**config.mk**
```make
export PLATFORM = sky130hd
export DESIGN_NAME = prog_loader_flat
export DESIGN_NICKNAME = d
export VERILOG_FILES = /design/src/rtl/prog_loader_pkg.sv /design/src/rtl/prog_loader_if.sv /design/src/rtl/prog_loader_uart_rx_byte.sv /design/src/rtl/prog_loader.sv /design/src/flat_wrapper.sv
export SDC_FILE = /design/constraint.sdc
export NUM_CORES = 1
export LEC_CHECK = 0
export ABC_AREA = 0
export ABC_CLOCK_PERIOD_IN_PS = 4350
export BUFFER_PORTS_ARGS = -buffer_cell sky130_fd_sc_hd__buf_2
export CAP_MARGIN = 20
export CORE_MARGIN = 5
export CORE_UTILIZATION = 25
export DETAILED_ROUTE_END_ITERATION = 10
export MAX_ROUTING_LAYER = met4
export PLACE_DENSITY_LB_ADDON = 0.2
export SYNTH_ARGS = -nofsm -noshare
export SYNTH_HDL_FRONTEND = slang
export SYNTH_SLANG_ARGS = --single-unit
```
**constraint.sdc**
```tcl
create_clock -name clk -period 4.35 [get_ports clk]
set_input_delay 0.6525 -clock clk [delete_from_list [all_inputs] [get_ports clk]]
set_output_delay 0.6525 -clock clk [all_outputs]
set_load 0.005 [all_outputs]
```
**src/rtl/prog_loader_pkg.sv**
```systemverilog
// Shared constants for the UART program loader: FSM encodings and parameter defaults.
package prog_loader_pkg;

    localparam logic [2:0] ST_IDLE = 3'd0;
    localparam logic [2:0] ST_LEN  = 3'd1;
    localparam logic [2:0] ST_DATA = 3'd2;
    localparam logic [2:0] ST_CSUM = 3'd3;
    localparam logic [2:0] ST_DONE = 3'd4;
    localparam logic [2:0] ST_ERR  = 3'd5;

    localparam logic [1:0] RX_IDLE  = 2'd0;
    localparam logic [1:0] RX_START = 2'd1;
    localparam logic [1:0] RX_DATA  = 2'd2;
    localparam logic [1:0] RX_STOP  = 2'd3;

    localparam logic [7:0] SYNC_BYTE_DEF    = 8'hA5;
    localparam int         CLKS_PER_BIT_DEF = 434;

endpackage

```
**src/rtl/prog_loader_if.sv**
```systemverilog
// Loader-side bus: BRAM port B writes, CPU control, status and FSM state for observation.
interface prog_loader_if #(parameter int ADDR_W = 11);

    logic [ADDR_W-1:0] ram_addr;
    logic [7:0]        ram_data;
    logic              ram_we;
    logic              cpu_hold;
    logic              cpu_restart;
    logic              load_done;
    logic              load_err;
    logic [7:0]        byte_cnt;
    logic [2:0]        state;
    logic [1:0]        rx_state;

    modport master (
        output ram_addr, ram_data, ram_we, cpu_hold, cpu_restart,
               load_done, load_err, byte_cnt, state, rx_state
    );

    modport slave (
        input ram_addr, ram_data, ram_we, cpu_hold, cpu_restart,
              load_done, load_err, byte_cnt, state, rx_state
    );

endinterface

```
**src/rtl/prog_loader_uart_rx_byte.sv**
```systemverilog
// 8N1 UART receiver: 2-flop synchroniser, false-start rejection, mid-bit sampling, stop-bit check.
module uart_rx_byte
    import prog_loader_pkg::*;
#(
    parameter int CLKS_PER_BIT = CLKS_PER_BIT_DEF
) (
    input  logic       clk,
    input  logic       rst,
    input  logic       rx,
    output logic       byte_valid,
    output logic [7:0] data,
    output logic       frame_err,
    output logic [1:0] state
);

    localparam int            CW   = $clog2(CLKS_PER_BIT) + 1;
    localparam logic [CW-1:0] FULL = CW'(CLKS_PER_BIT - 1);
    localparam logic [CW-1:0] HALF = CW'(CLKS_PER_BIT / 2 - 1);

    logic          rx_meta, rx_sync, rx_prev;
    logic [CW-1:0] cnt;
    logic [2:0]    bit_idx;
    logic [7:0]    shreg;

    always_ff @(posedge clk) begin
        if (rst) begin
            rx_meta <= 1'b1;
            rx_sync <= 1'b1;
            rx_prev <= 1'b1;
        end else begin
            rx_meta <= rx;
            rx_sync <= rx_meta;
            rx_prev <= rx_sync;
        end
    end

    // byte_valid is a single-cycle strobe; data and frame_err are valid with it and
    // hold until the next strobe. There is no back-pressure: the consumer must take it.
    always_ff @(posedge clk) begin
        if (rst) begin
            state      <= RX_IDLE;
            cnt        <= '0;
            bit_idx    <= '0;
            shreg      <= '0;
            data       <= '0;
            frame_err  <= 1'b0;
            byte_valid <= 1'b0;
        end else begin
            byte_valid <= 1'b0;
            case (state)
                RX_IDLE: begin
                    if (rx_prev && !rx_sync) begin
                        state <= RX_START;
                        cnt   <= '0;
                    end
                end
                RX_START: begin
                    if (cnt == HALF) begin
                        cnt     <= '0;
                        bit_idx <= '0;
                        state   <= rx_sync ? RX_IDLE : RX_DATA;
                    end else begin
                        cnt <= cnt + 1'b1;
                    end
                end
                RX_DATA: begin
                    if (cnt == FULL) begin
                        cnt   <= '0;
                        shreg <= {rx_sync, shreg[7:1]};
                        if (bit_idx == 3'd7) state <= RX_STOP;
                        else                 bit_idx <= bit_idx + 3'd1;
                    end else begin
                        cnt <= cnt + 1'b1;
                    end
                end
                default: begin
                    if (cnt == FULL) begin
                        byte_valid <= 1'b1;
                        data       <= shreg;
                        frame_err  <= !rx_sync;
                        state      <= RX_IDLE;
                    end else begin
                        cnt <= cnt + 1'b1;
                    end
                end
            endcase
        end
    end

endmodule

```
**src/rtl/prog_loader.sv**
```systemverilog
// Loads a framed image (sync, length, data, checksum) from UART into program BRAM,
// holding the CPU during the load and restarting it on a good checksum.
module prog_loader
    import prog_loader_pkg::*;
#(
    parameter int          CLKS_PER_BIT = CLKS_PER_BIT_DEF,
    parameter int          ADDR_W       = 11,
    parameter logic [7:0]  SYNC_BYTE    = SYNC_BYTE_DEF,
    parameter logic [23:0] TIMEOUT_CYC  = 24'd5_000_000
) (
    input  logic           clk,
    input  logic           rst,
    input  logic           rx,
    prog_loader_if.master  bus
);

    logic        byte_valid, frame_err;
    logic [7:0]  rx_data;
    logic [1:0]  rx_state;

    uart_rx_byte #(.CLKS_PER_BIT(CLKS_PER_BIT)) u_rx (
        .clk        (clk),
        .rst        (rst),
        .rx         (rx),
        .byte_valid (byte_valid),
        .data       (rx_data),
        .frame_err  (frame_err),
        .state      (rx_state)
    );

    logic [2:0]        state;
    logic [8:0]        remain;
    logic [7:0]        csum, byte_cnt, ram_data;
    logic [23:0]       idle_cnt;
    logic [ADDR_W-1:0] ram_addr;
    logic              ram_we, cpu_hold, cpu_restart, load_done, load_err;
    logic              in_frame, timeout;

    assign in_frame = (state == ST_LEN) || (state == ST_DATA) || (state == ST_CSUM);
    assign timeout  = (idle_cnt == TIMEOUT_CYC - 24'd1);

    always_ff @(posedge clk) begin
        if (rst) begin
            state       <= ST_IDLE;
            remain      <= '0;
            csum        <= '0;
            byte_cnt    <= '0;
            idle_cnt    <= '0;
            ram_addr    <= '0;
            ram_data    <= '0;
            ram_we      <= 1'b0;
            cpu_hold    <= 1'b0;
            cpu_restart <= 1'b0;
            load_done   <= 1'b0;
            load_err    <= 1'b0;
        end else begin
            ram_we      <= 1'b0;
            cpu_restart <= 1'b0;
            idle_cnt    <= (byte_valid || !in_frame) ? 24'd0 : idle_cnt + 24'd1;
            case (state)
                ST_IDLE: begin
                    // Framing errors and non-sync bytes between frames are ignored.
                    if (byte_valid && !frame_err && rx_data == SYNC_BYTE) begin
                        state     <= ST_LEN;
                        cpu_hold  <= 1'b1;
                        load_done <= 1'b0;
                        load_err  <= 1'b0;
                        byte_cnt  <= '0;
                        csum      <= '0;
                    end
                end
                ST_LEN: begin
                    if (byte_valid) begin
                        if (frame_err) begin
                            state <= ST_ERR;
                        end else begin
                            remain <= (rx_data == 8'd0) ? 9'd256 : {1'b0, rx_data};
                            state  <= ST_DATA;
                        end
                    end else if (timeout) begin
                        state <= ST_ERR;
                    end
                end
                ST_DATA: begin
                    if (byte_valid) begin
                        if (frame_err) begin
                            state <= ST_ERR;
                        end else begin
                            ram_we   <= 1'b1;
                            ram_data <= rx_data;
                            ram_addr <= {{(ADDR_W-8){1'b0}}, byte_cnt};
                            csum     <= csum + rx_data;
                            // A 256-byte image leaves byte_cnt wrapped back to 0.
                            byte_cnt <= byte_cnt + 8'd1;
                            remain   <= remain - 9'd1;
                            if (remain == 9'd1) state <= ST_CSUM;
                        end
                    end else if (timeout) begin
                        state <= ST_ERR;
                    end
                end
                ST_CSUM: begin
                    if (byte_valid) begin
                        if (!frame_err && rx_data == csum) begin
                            state       <= ST_DONE;
                            load_done   <= 1'b1;
                            cpu_restart <= 1'b1;
                            cpu_hold    <= 1'b0;
                        end else begin
                            state <= ST_ERR;
                        end
                    end else if (timeout) begin
                        state <= ST_ERR;
                    end
                end
                ST_ERR: begin
                    // cpu_hold is left high so a partial image never runs.
                    load_err <= 1'b1;
                    state    <= ST_IDLE;
                end
                default: state <= ST_IDLE;
            endcase
        end
    end

    assign bus.ram_addr    = ram_addr;
    assign bus.ram_data    = ram_data;
    assign bus.ram_we      = ram_we;
    assign bus.cpu_hold    = cpu_hold;
    assign bus.cpu_restart = cpu_restart;
    assign bus.load_done   = load_done;
    assign bus.load_err    = load_err;
    assign bus.byte_cnt    = byte_cnt;
    assign bus.state       = state;
    assign bus.rx_state    = rx_state;

endmodule

```
**src/flat_wrapper.sv**
```systemverilog
// flat-port wrapper written by rule: the top's interface ports become plain ports
module prog_loader_flat import prog_loader_pkg::*;
#(
    parameter int          CLKS_PER_BIT = CLKS_PER_BIT_DEF,
    parameter int          ADDR_W       = 11,
    parameter logic [7:0]  SYNC_BYTE    = SYNC_BYTE_DEF,
    parameter logic [23:0] TIMEOUT_CYC  = 24'd5_000_000
)
  (clk, rst, rx, bus_ram_addr, bus_ram_data, bus_ram_we, bus_cpu_hold, bus_cpu_restart, bus_load_done, bus_load_err, bus_byte_cnt, bus_state, bus_rx_state);
  prog_loader_if #(.ADDR_W(ADDR_W)) bus_i ();
  input  logic clk;
  input  logic rst;
  input  logic rx;
  output wire logic [$bits(bus_i.ram_addr)-1:0] bus_ram_addr;
  output wire logic [$bits(bus_i.ram_data)-1:0] bus_ram_data;
  output wire logic [$bits(bus_i.ram_we)-1:0] bus_ram_we;
  output wire logic [$bits(bus_i.cpu_hold)-1:0] bus_cpu_hold;
  output wire logic [$bits(bus_i.cpu_restart)-1:0] bus_cpu_restart;
  output wire logic [$bits(bus_i.load_done)-1:0] bus_load_done;
  output wire logic [$bits(bus_i.load_err)-1:0] bus_load_err;
  output wire logic [$bits(bus_i.byte_cnt)-1:0] bus_byte_cnt;
  output wire logic [$bits(bus_i.state)-1:0] bus_state;
  output wire logic [$bits(bus_i.rx_state)-1:0] bus_rx_state;
  assign bus_ram_addr = bus_i.ram_addr;
  assign bus_ram_data = bus_i.ram_data;
  assign bus_ram_we = bus_i.ram_we;
  assign bus_cpu_hold = bus_i.cpu_hold;
  assign bus_cpu_restart = bus_i.cpu_restart;
  assign bus_load_done = bus_i.load_done;
  assign bus_load_err = bus_i.load_err;
  assign bus_byte_cnt = bus_i.byte_cnt;
  assign bus_state = bus_i.state;
  assign bus_rx_state = bus_i.rx_state;
  prog_loader #(.CLKS_PER_BIT(CLKS_PER_BIT), .ADDR_W(ADDR_W), .SYNC_BYTE(SYNC_BYTE), .TIMEOUT_CYC(TIMEOUT_CYC)) u_core (.clk(clk), .rst(rst), .rx(rx), .bus(bus_i));
endmodule
```
==> results_dict.tcl, run 1 <==
set metrics [dict create \
    status "finished clean" \
    remaining_drc_errors 0 \
    crit_path_max_incr_delay_ns 0.78 \
    area_growth_pct 14.8 \
    critical_path_class "reg -> reg" \
    max_slew_margin_pct 38.9 \
    synthTopCellsByArea "dfxtp_1 43%, nor2_1 6.2%, nand2_1 4.6%" \
    viasPerCell 4.67 \
    cts-root-buf "clkbuf_16" \
    die_h_um 153 \
    slew_violations 0 \
    worstPathCellList "nand4_1, a31oi_1, nor3_1, o21a_1" \
    cp-end-kind "register" \
    numCtsBuffers 9 \
    routed_wl_mm 11.8 \
    power_mw 1.93 \
    ctsHoldBuffers 0 \
    power_density_nw_per_um2 328 \
    io_buffers 36 \
    r2r_cells 4 \
    drt_iter0_drc 215 \
    cts.clk_slew.worst_paths_ns 0.07 \
    yosysSeqAreaShare_pct 42.7 \
    synth_fa_ha_area_share_pct 4.31 \
    wl_per_cell_um 13.2 \
    ys_ff_latch 109 \
    reg2reg_slack_ns 2.10 \
    fp-row-count 52 \
    cts_resized 0 \
    multi_input_area_um2 2740 \
    maxCapViolations 0 \
    arrival_ns 2.50 \
    routabilityCongestion 0.829 \
    slowest_stage "nand4_1" \
    grt_antenna_before_repair 0 \
    synth_compound_area_share_pct 12.2 \
    overflow 0 \
    start_util_pct 25.3 \
    synth_warnings 0 \
    setup_viol 0 \
    via_count 4182 \
    final_layout_size_suffix_gt1_share_pct 11.7 \
    worst_slew_pin_slew_ns 0.909 \
    finalSetupTns_ns 0 \
    synthMuxAreaShare_pct 3.92 \
    dieArea_um2 23400 \
    hold_path.class "reg -> reg" \
    cp-start-kind "register" \
    fin_nets 641 \
    hpwl_mm 8.44 \
    rsz0062_at_grt "no" \
    pre_cts_slack_ns 1.97 \
    antenna_left 0 \
    yosys.area_share.xor_xnor_pct 6.52 \
    critPathMaxFanout 20 \
    grt_pass1_wl_mm 20.3 \
    dr.pass1.iters 4 \
    worstSkewPairLatency_ns 0.35 \
    grt_use_total_pct 10.6 \
    htree_levels 3 \
    synth_top_family_by_area "simple AND/OR/NAND/NOR gates" \
    holdPathStages 1 \
    hold-path-endpoint "u_core.u_rx.rx_sync$_SDFF_PP1_" \
    cts.sinks 109 \
    synth_top_area_share_pct 42.7 \
    io-pin-count 40 \
    min-delay-start "u_core.u_rx.rx_meta$_SDFF_PP1_" \
    synth_edf_count 0 \
    worstPathRequired_ns 4.60 \
    cts_tree "yes" \
    fin_crit_sh_pct 51.7 \
    synth_cells 598 \
    grt_pass1_vias 4092 \
    coreArea_um2 20200 \
    ys.flop_type "dfxtp_1" \
    syn_avg_cell_area_um2 8.54 \
    vdd_ir_drop_max_uv 154 \
    worst_slack_ns 2.10 \
    synth-simple-area-share_pct 26.2 \
    diodes 0 \
    grt_max_degree 37 \
    synth_cell_types 62 \
    fillers 2200 \
    clock_path_buffers 2 \
    rr_startpoint "u_core.bus.state[1]$_SDFFE_PP0P_" \
    hold_viol 0 \
    reg2reg_to "u_core.bus.state[0]$_SDFFE_PP0P_" \
    max_freq_mhz 444 \
    seqCellArea_um2 2180 \
    yosysTopAreaCell "dfxtp_1" \
    synth_area_um2 5110 \
    post-cts-setup-buffers 0 \
    synthArstFlopShare_pct 0 \
    p_leak_nw 2.11 \
    fin_crit_ns 2.25 \
    skew_ns 0.00807 \
    fp.dieW_um 153 \
]
## cells in the final DEF, fill, tap and decap left out, types with 8 or more instances in the layout
cell,n
nand4_1,17
nor2_1,85
nor4_1,8
clkbuf_16,9
xor2_1,20
mux2i_1,20
a21oi_1,42
nand2_1,62
nor3_1,15
nand3_1,15
or3_1,10
buf_2,36
inv_1,18
and3_1,11
ha_1,16
o21ai_0,13
xnor2_1,18
dfxtp_1,109
## routing by layer
| metal | track usage (%) | wire length (um) | up-vias |
|---|---|---|---|
| met5 | - | 0 | - |
| li1 | - | - | 2129 |
| met3 | 2.26 | 356 | 9 |
| met4 | 3.48 | 150 | 0 |
| met1 | 13.5 | 5770 | 1991 |
| met2 | 16.7 | 5570 | 53 |
## sequential cells by signal, indices dropped and copies added (netlist names), 2 cells and up
| name | count |
|---|---|
| u_core.idle_cnt | 24 |
| u_core.u_rx.cnt | 10 |
| u_core.remain | 9 |
| u_core.bus.byte_cnt | 8 |
| u_core.bus.ram_addr | 8 |
| u_core.bus.ram_data | 8 |
| u_core.csum | 8 |
| u_core.u_rx.data | 8 |
| u_core.u_rx.shreg | 8 |
| u_core.bus.state | 3 |
| u_core.u_rx.bit_idx | 3 |
| u_core.u_rx.state | 2 |
## worst max path at each step
stage	cells after the start	to	slack, ns	from
4_1_cts	5	u_core.remain[7]$_SDFFE_PP0P_	1.94	u_core.bus.state[1]$_SDFFE_PP0P_
6_report	4	u_core.bus.state[0]$_SDFFE_PP0P_	2.10	u_core.bus.state[1]$_SDFFE_PP0P_
3_5_place_dp	5	u_core.remain[7]$_SDFFE_PP0P_	1.97	u_core.bus.state[1]$_SDFFE_PP0P_
2_1_floorplan	7	u_core.u_rx.cnt[0]$_SDFFE_PP0P_	2.46	u_core.u_rx.cnt[2]$_SDFFE_PP0P_
3_3_place_gp	5	u_core.remain[7]$_SDFFE_PP0P_	2.04	u_core.bus.state[1]$_SDFFE_PP0P_
5_1_grt	4	u_core.bus.state[0]$_SDFFE_PP0P_	1.79	u_core.bus.state[1]$_SDFFE_PP0P_
## through the flow
step                utilization [%]  instance area, um2  hold slack, ns  instances
finish                         29.1                5860           0.411        896
global placement               27.4                5530           0.392        879
detailed placement             27.4                5530           0.396        879
global route                   29.1                5860           0.429        896
floorplan                         -                5110           0.389        600
CTS                            29.0                5860           0.415        895
## critical path, delay by kind of cell, from the launching register on
| family | cells | cell delay (ns) |
|---|---|---|
| flip-flops | 1 | 0.76 |
| AND/OR/NAND/NOR | 2 | 0.87 |
| AO/OA/AOI/OAI | 2 | 0.52 |
## power by group
part	total [mW]	switching (mW)	internal [mW]
logic	0.0358	0.0248	0.0111
registers	1.00	0.00317	1.00
clock network	0.886	0.378	0.508
total	1.93	0.406	1.52
## layout make-up
| cell class | count | share of cell area [%] |
|---|---|---|
| multi-input cells | 442 | 46.6 |
| flip-flops and latches | 109 | 37.2 |
| inverters | 18 | 1.15 |
| clock buffers | 9 | 3.84 |
| clock inverters | 7 | 1.69 |
| repair buffers | 41 | 3.71 |
| well taps | 270 | 5.76 |
## Yosys cell counts, drive strengths merged, types with 3 or more instances
library cell    n
nand3b          4
and2            3
nor2           87
nor3b           3
nor4           10
o2111ai         3
dfxtp         109
ha             16
nand2          62
a31oi           4
or2             4
buf             8
nand3          15
inv            18
nand4          17
nor2b           3
clkbuf         23
a22oi           6
or3            10
nor3           16
o211ai          7
xnor2          18
o21ai          15
a21oi          42
or4             6
nand2b          6
and3           11
xor2           20
mux2i          20
## cells by family (layout without fill, tap and decap cells)
| family | Yosys count | after routing |
|---|---|---|
| flops | 109 | 109 |
| buf+inv | 49 | 75 |
| other cells | 1 | 3 |
| mux | 20 | 20 |
| compound gates | 97 | 97 |
| fa+ha+maj | 17 | 17 |
| simple gates | 267 | 267 |
| xor+xnor | 38 | 38 |
No activity file was read; power rests on OpenSTA's default activity.
==> run 2, diff against run 1 <==
--- a/config.mk
+++ b/config.mk
@@ -6,7 +6,7 @@
 export NUM_CORES = 1
 export LEC_CHECK = 0
 export ABC_AREA = 0
-export ABC_CLOCK_PERIOD_IN_PS = 4350
+export ABC_CLOCK_PERIOD_IN_PS = 2140
 export BUFFER_PORTS_ARGS = -buffer_cell sky130_fd_sc_hd__buf_2
 export CAP_MARGIN = 20
 export CORE_MARGIN = 5
==> constraint.sdc (replaced) <==
create_clock -name clk -period 2.14 [get_ports clk]
set_input_delay 0.321 -clock clk [delete_from_list [all_inputs] [get_ports clk]]
set_output_delay 0.321 -clock clk [all_outputs]
set_load 0.005 [all_outputs]
==> results_dict.tcl, run 2 (synthesis results as in run 1) <==
set metrics [dict create \
    status "finished clean" \
    fillers 2176 \
    max_slew_margin_pct 42.9 \
    final_cell_mix "109 x dfxtp_1, 85 x nor2_1, 62 x nand2_1" \
    cp-start-kind "register" \
    seqCellArea_um2 2180 \
    worst_slew_pin_slew_ns 0.850 \
    cts-root-buf "clkbuf_16" \
    final_util_pct 30.0 \
    io_buffers 36 \
    drt_iter0_drc 172 \
    ctsHoldBuffers 0 \
    maxCapViolations 0 \
    max_freq_mhz 498 \
    grt_antenna_before_repair 0 \
    worstSetupStartpoint "u_core.u_rx.data[3]$_SDFFE_PP0P_" \
    start_util_pct 25.3 \
    remaining_drc_errors 0 \
    diodes 0 \
    dieArea_um2 23400 \
    finalSetupTns_ns 0 \
    routed_wl_mm 12.5 \
    coreArea_um2 20200 \
    grt_pass1_wl_mm 21.2 \
    fin_crit_sh_pct 93.8 \
    wl_per_cell_um 13.6 \
    rr_startpoint "u_core.u_rx.data[3]$_SDFFE_PP0P_" \
    final_cells 922 \
    hold_viol 0 \
    overflow 0 \
    hold_path.class "in -> reg" \
    numCtsBuffers 9 \
    die_h_um 153 \
    fin_nets 667 \
    grt_max_degree 31 \
    reg.largest.list "u_core.idle_cnt (24), u_core.u_rx.cnt (10), u_core.remain (9)" \
    skew_ns 0.00622 \
    final_layout_size_suffix_gt1_share_pct 15.5 \
    grt_pass1_vias 4114 \
    vdd_ir_drop_max_uv 406 \
    routabilityCongestion 0.803 \
    dr.pass1.iters 4 \
    viasPerCell 4.60 \
    area_growth_pct 18.4 \
    critical_path_class "reg -> reg" \
    arrival_ns 2.30 \
    hpwl_mm 9.15 \
    multi_input_area_um2 2750 \
    fp-row-count 52 \
    worstPathRequired_ns 2.44 \
    hold_ws_ns 0.149 \
    io-pin-count 40 \
    min-delay-start "rx" \
    p_leak_nw 2.23 \
    final_common_cell "dfxtp_1" \
    largest_register "u_core.idle_cnt" \
    htree_levels 3 \
    via_count 4242 \
    setup_viol 0 \
    rsz0062_at_grt "no" \
    grt_use_total_pct 11.2 \
    clock_path_buffers 2 \
    slew_violations 0 \
    cts.sinks 109 \
    fp.dieW_um 153 \
    cts_tree "yes" \
    power_density_nw_per_um2 631 \
    worstSkewPairLatency_ns 0.35 \
    fin_crit_ns 2.01 \
    dp_cells 906 \
    critPathMaxFanout 8 \
    antenna_left 0 \
    power_mw 3.82 \
    cp-end-kind "register" \
    largest_reg_flops 24 \
    cts.clk_slew.worst_paths_ns 0.07 \
]
run 2: changes by cell type in the layout (fill, tap and decap cells not counted):
cell	before	now
or3_4	0	1
buf_4	4	31
clkbuf_4	1	0
clkbuf_8	0	1
clkinvlp_4	1	3
bufinv_16	2	1
or3_1	10	9
clkinv_2	1	2
clkinv_4	2	0
nor4bb_1	1	0
inv_6	1	0
nor4bb_2	0	1
run 2: worst max-delay path: stages (launching register included):
cell	delay (ns)
dfxtp_1	0.38
or4_4	0.53
nor2_4	0.22
o2111ai_2	0.22
or4_1	0.52
nand2_1	0.08
run 2: final timing paths:
kind | end | cells past startpoint | slack, ns
setup / recovery | u_core.bus.byte_cnt[5]$_SDFFE_PP0P_ | 5 | 0.13
hold / removal | u_core.u_rx.rx_meta$_SDFF_PP1_ | 2 | 0.15
setup reg to reg | u_core.bus.byte_cnt[5]$_SDFFE_PP0P_ | 5 | 0.13
hold reg to reg | u_core.u_rx.rx_sync$_SDFF_PP1_ | 1 | 0.41
run 2: through the flow:
step,setup slack (ns),cell area [um2]
global placement,0.175,5740
global route,0.0118,6050
floorplan,0.251,5110
CTS,0.116,6040
detailed placement,0.129,5740
finish,0.133,6050
run 2: cell type report:
cell class | instances | area share, %
clock inverter | 6 | 1.03
clock buffer | 10 | 3.95
timing repair buffer | 67 | 6.83
tap | 270 | 5.59
inverter | 18 | 1.12
multi-input combinational | 442 | 45.4
sequential | 109 | 36.1
run 2: timing repair:
action / 4_1_cts / 5_1_grt
gates resized for setup: 0 / 2
setup endpoints to repair: 0 / 10
endpoints found under the hold margin: 0 / 0
buffers inserted: 0 / 0
run 2: power by group:
group / total (mW) / internal, mW / switching, mW
registers: 2.04 / 2.03 / 0.00668
logic: 0.0795 / 0.0270 / 0.0524
clock network: 1.70 / 0.936 / 0.763
run 2: routing by layer:
| metal | vias to the layer above | global-route usage [%] | wire length [um] |
|---|---|---|---|
| li1 | 2187 | - | - |
| met1 | 1997 | 14.8 | 6180 |
| met2 | 45 | 17.5 | 5860 |
| met3 | 13 | 2.29 | 300 |
| met4 | 0 | 3.22 | 197 |
| met5 | - | - | 0 |
==> run 3, diff against run 2 <==
--- a/config.mk
+++ b/config.mk
@@ -6,7 +6,7 @@
 export NUM_CORES = 1
 export LEC_CHECK = 0
 export ABC_AREA = 0
-export ABC_CLOCK_PERIOD_IN_PS = 2140
+export ABC_CLOCK_PERIOD_IN_PS = 1640
 export BUFFER_PORTS_ARGS = -buffer_cell sky130_fd_sc_hd__buf_2
 export CAP_MARGIN = 20
 export CORE_MARGIN = 5
@@ -14,6 +14,7 @@
 export DETAILED_ROUTE_END_ITERATION = 10
 export MAX_ROUTING_LAYER = met4
 export PLACE_DENSITY_LB_ADDON = 0.2
+export REMOVE_ABC_BUFFERS = 1
 export SYNTH_ARGS = -nofsm -noshare
 export SYNTH_HDL_FRONTEND = slang
 export SYNTH_SLANG_ARGS = --single-unit
==> constraint.sdc (replaced) <==
create_clock -name clk -period 1.64 [get_ports clk]
set_input_delay 0.246 -clock clk [delete_from_list [all_inputs] [get_ports clk]]
set_output_delay 0.246 -clock clk [all_outputs]
set_load 0.005 [all_outputs]
==> results_dict.tcl, run 3 (synthesis results as in run 1) <==
set metrics [dict create \
    arrival_ns 2.14 \
    dr.pass1.iters 4 \
    routed_wl_mm 14.1 \
    worst_slack_ns -0.254 \
    cp-end-kind "register" \
    final_layout_size_suffix_gt1_share_pct 38.6 \
    path_buf_inv 1 \
    fin_crit_ns 1.89 \
    fin_area_um2 7450 \
    clock_path_buffers 2 \
    cp_top_family "simple AND/OR/NAND/NOR gates" \
    drt_iter0_drc 168 \
    start_util_pct 25.3 \
    slew_violations 0 \
    ctsHoldBuffers 0 \
    skew_ns 0.00890 \
    remaining_drc_errors 0 \
    wl_per_cell_um 13.8 \
    reg.largest.list "u_core.idle_cnt (24), u_core.u_rx.cnt (10), u_core.remain (9)" \
    largest_reg_flops 24 \
    seqCellArea_um2 2210 \
    slowest_stage "or3_4" \
    r2r_cells 6 \
    largest_register "u_core.idle_cnt" \
    viasPerCell 4.66 \
    final_cells 1026 \
    fin_nets 771 \
    grt_max_degree 25 \
    fp-row-count 52 \
    rsz0062_at_grt "yes" \
    htree_levels 3 \
    multi_input_area_um2 3250 \
    grt_pass1_vias 4752 \
    worstSkewPairLatency_ns 0.36 \
    dp_cells 991 \
    fin_crit_sh_pct 115 \
    maxCapViolations 0 \
    status "finished, violations left" \
    coreArea_um2 20200 \
    via_count 4780 \
    die_h_um 153 \
    cts.clk_slew.worst_paths_ns 0.08 \
    grt_use_total_pct 12.3 \
    final_common_cell "buf_4" \
    setup_viol 52 \
    grt_antenna_before_repair 0 \
    vdd_ir_drop_max_uv 479 \
    io-pin-count 40 \
    numCtsBuffers 9 \
    power_density_nw_per_um2 666 \
    diodes 0 \
    cp-start-kind "register" \
    place_area_um2 6400 \
    holdPathStages 2 \
    cts.sinks 109 \
    hpwl_mm 10.0 \
    violations "setup timing" \
    worstPathCellList "or3b_4, or3_4, buf_6, a31oi_4, a31o_4, nor2_1" \
    hold_viol 0 \
    cts_tree "yes" \
    area_growth_pct 46.0 \
    worstPathRequired_ns 1.89 \
    cts-root-buf "clkbuf_16" \
    fillers 2058 \
    io_buffers 36 \
    p_leak_nw 2.88 \
    routabilityCongestion 0.812 \
    crit_path_max_incr_delay_ns 0.41 \
    hold_ws_ns 0.0659 \
    pre_cts_slack_ns -0.340 \
    hold_path.class "in -> reg" \
    critical_path_class "reg -> reg" \
    overflow 0 \
    fp.dieW_um 153 \
    power_mw 4.96 \
    dieArea_um2 23400 \
    critPathMaxFanout 10 \
    grt_pass1_wl_mm 23.4 \
    final_cell_mix "116 x buf_4, 88 x dfxtp_1, 83 x nor2_1" \
    max_freq_mhz 528 \
    antenna_left 0 \
    crit_cells 6 \
]
[run 3: worst paths after layout]
path	start	slack [ns]	end
worst max-delay path	u_core.u_rx.cnt[9]$_SDFFE_PP0P_	-0.25	u_core.u_rx.cnt[9]$_SDFFE_PP0P_
worst min-delay path	rx	0.07	u_core.u_rx.rx_meta$_SDFF_PP1_
worst max register to register	u_core.u_rx.cnt[9]$_SDFFE_PP0P_	-0.25	u_core.u_rx.cnt[9]$_SDFFE_PP0P_
worst min register to register	u_core.u_rx.rx_meta$_SDFF_PP1_	0.42	u_core.u_rx.rx_sync$_SDFF_PP1_
[run 3: through the flow]
step / utilization (%) / setup TNS (ns)
after floorplan: - / -41.77
after global placement: 31.7 / -9.17
after detailed placement: 31.7 / -10.58
after CTS: 35.3 / -7.99
after global routing: 37.0 / -11.55
final: 37.0 / -7.60
[run 3: per-layer routing]
layer  global-route usage (%)  up-vias  share of wire (%)
met3                     3.00       10                2.7
met1                     15.6     2330                 49
li1                         -     2389                  -
met2                     19.9       51                 48
met5                        -        -                  0
met4                     2.89        0               0.93
[run 3: repair_timing]
action / CTS / global route
setup buffers: 9 / 10
gates resized for setup: 72 / 66
pin swaps: 47 / 40
endpoints found under the setup margin: 59 / 75
gates cloned: 2 / 0
[run 3: report_power, final]
| group | switching (mW) | internal [mW] |
|---|---|---|
| clock | 1.06 | 1.10 |
| sequential | 0.00670 | 2.65 |
| combinational | 0.0857 | 0.0635 |
| total | 1.15 | 3.81 |
[run 3: final cells by class]
class / instances / share of cell area [%]
Clock inverter: 6 / 0.739
Sequential cell: 109 / 29.7
Tap cell: 270 / 4.53
Clock buffer: 10 / 3.21
Timing Repair Buffer: 171 / 17.4
Multi-Input combinational cell: 442 / 43.5
Inverter: 18 / 0.906
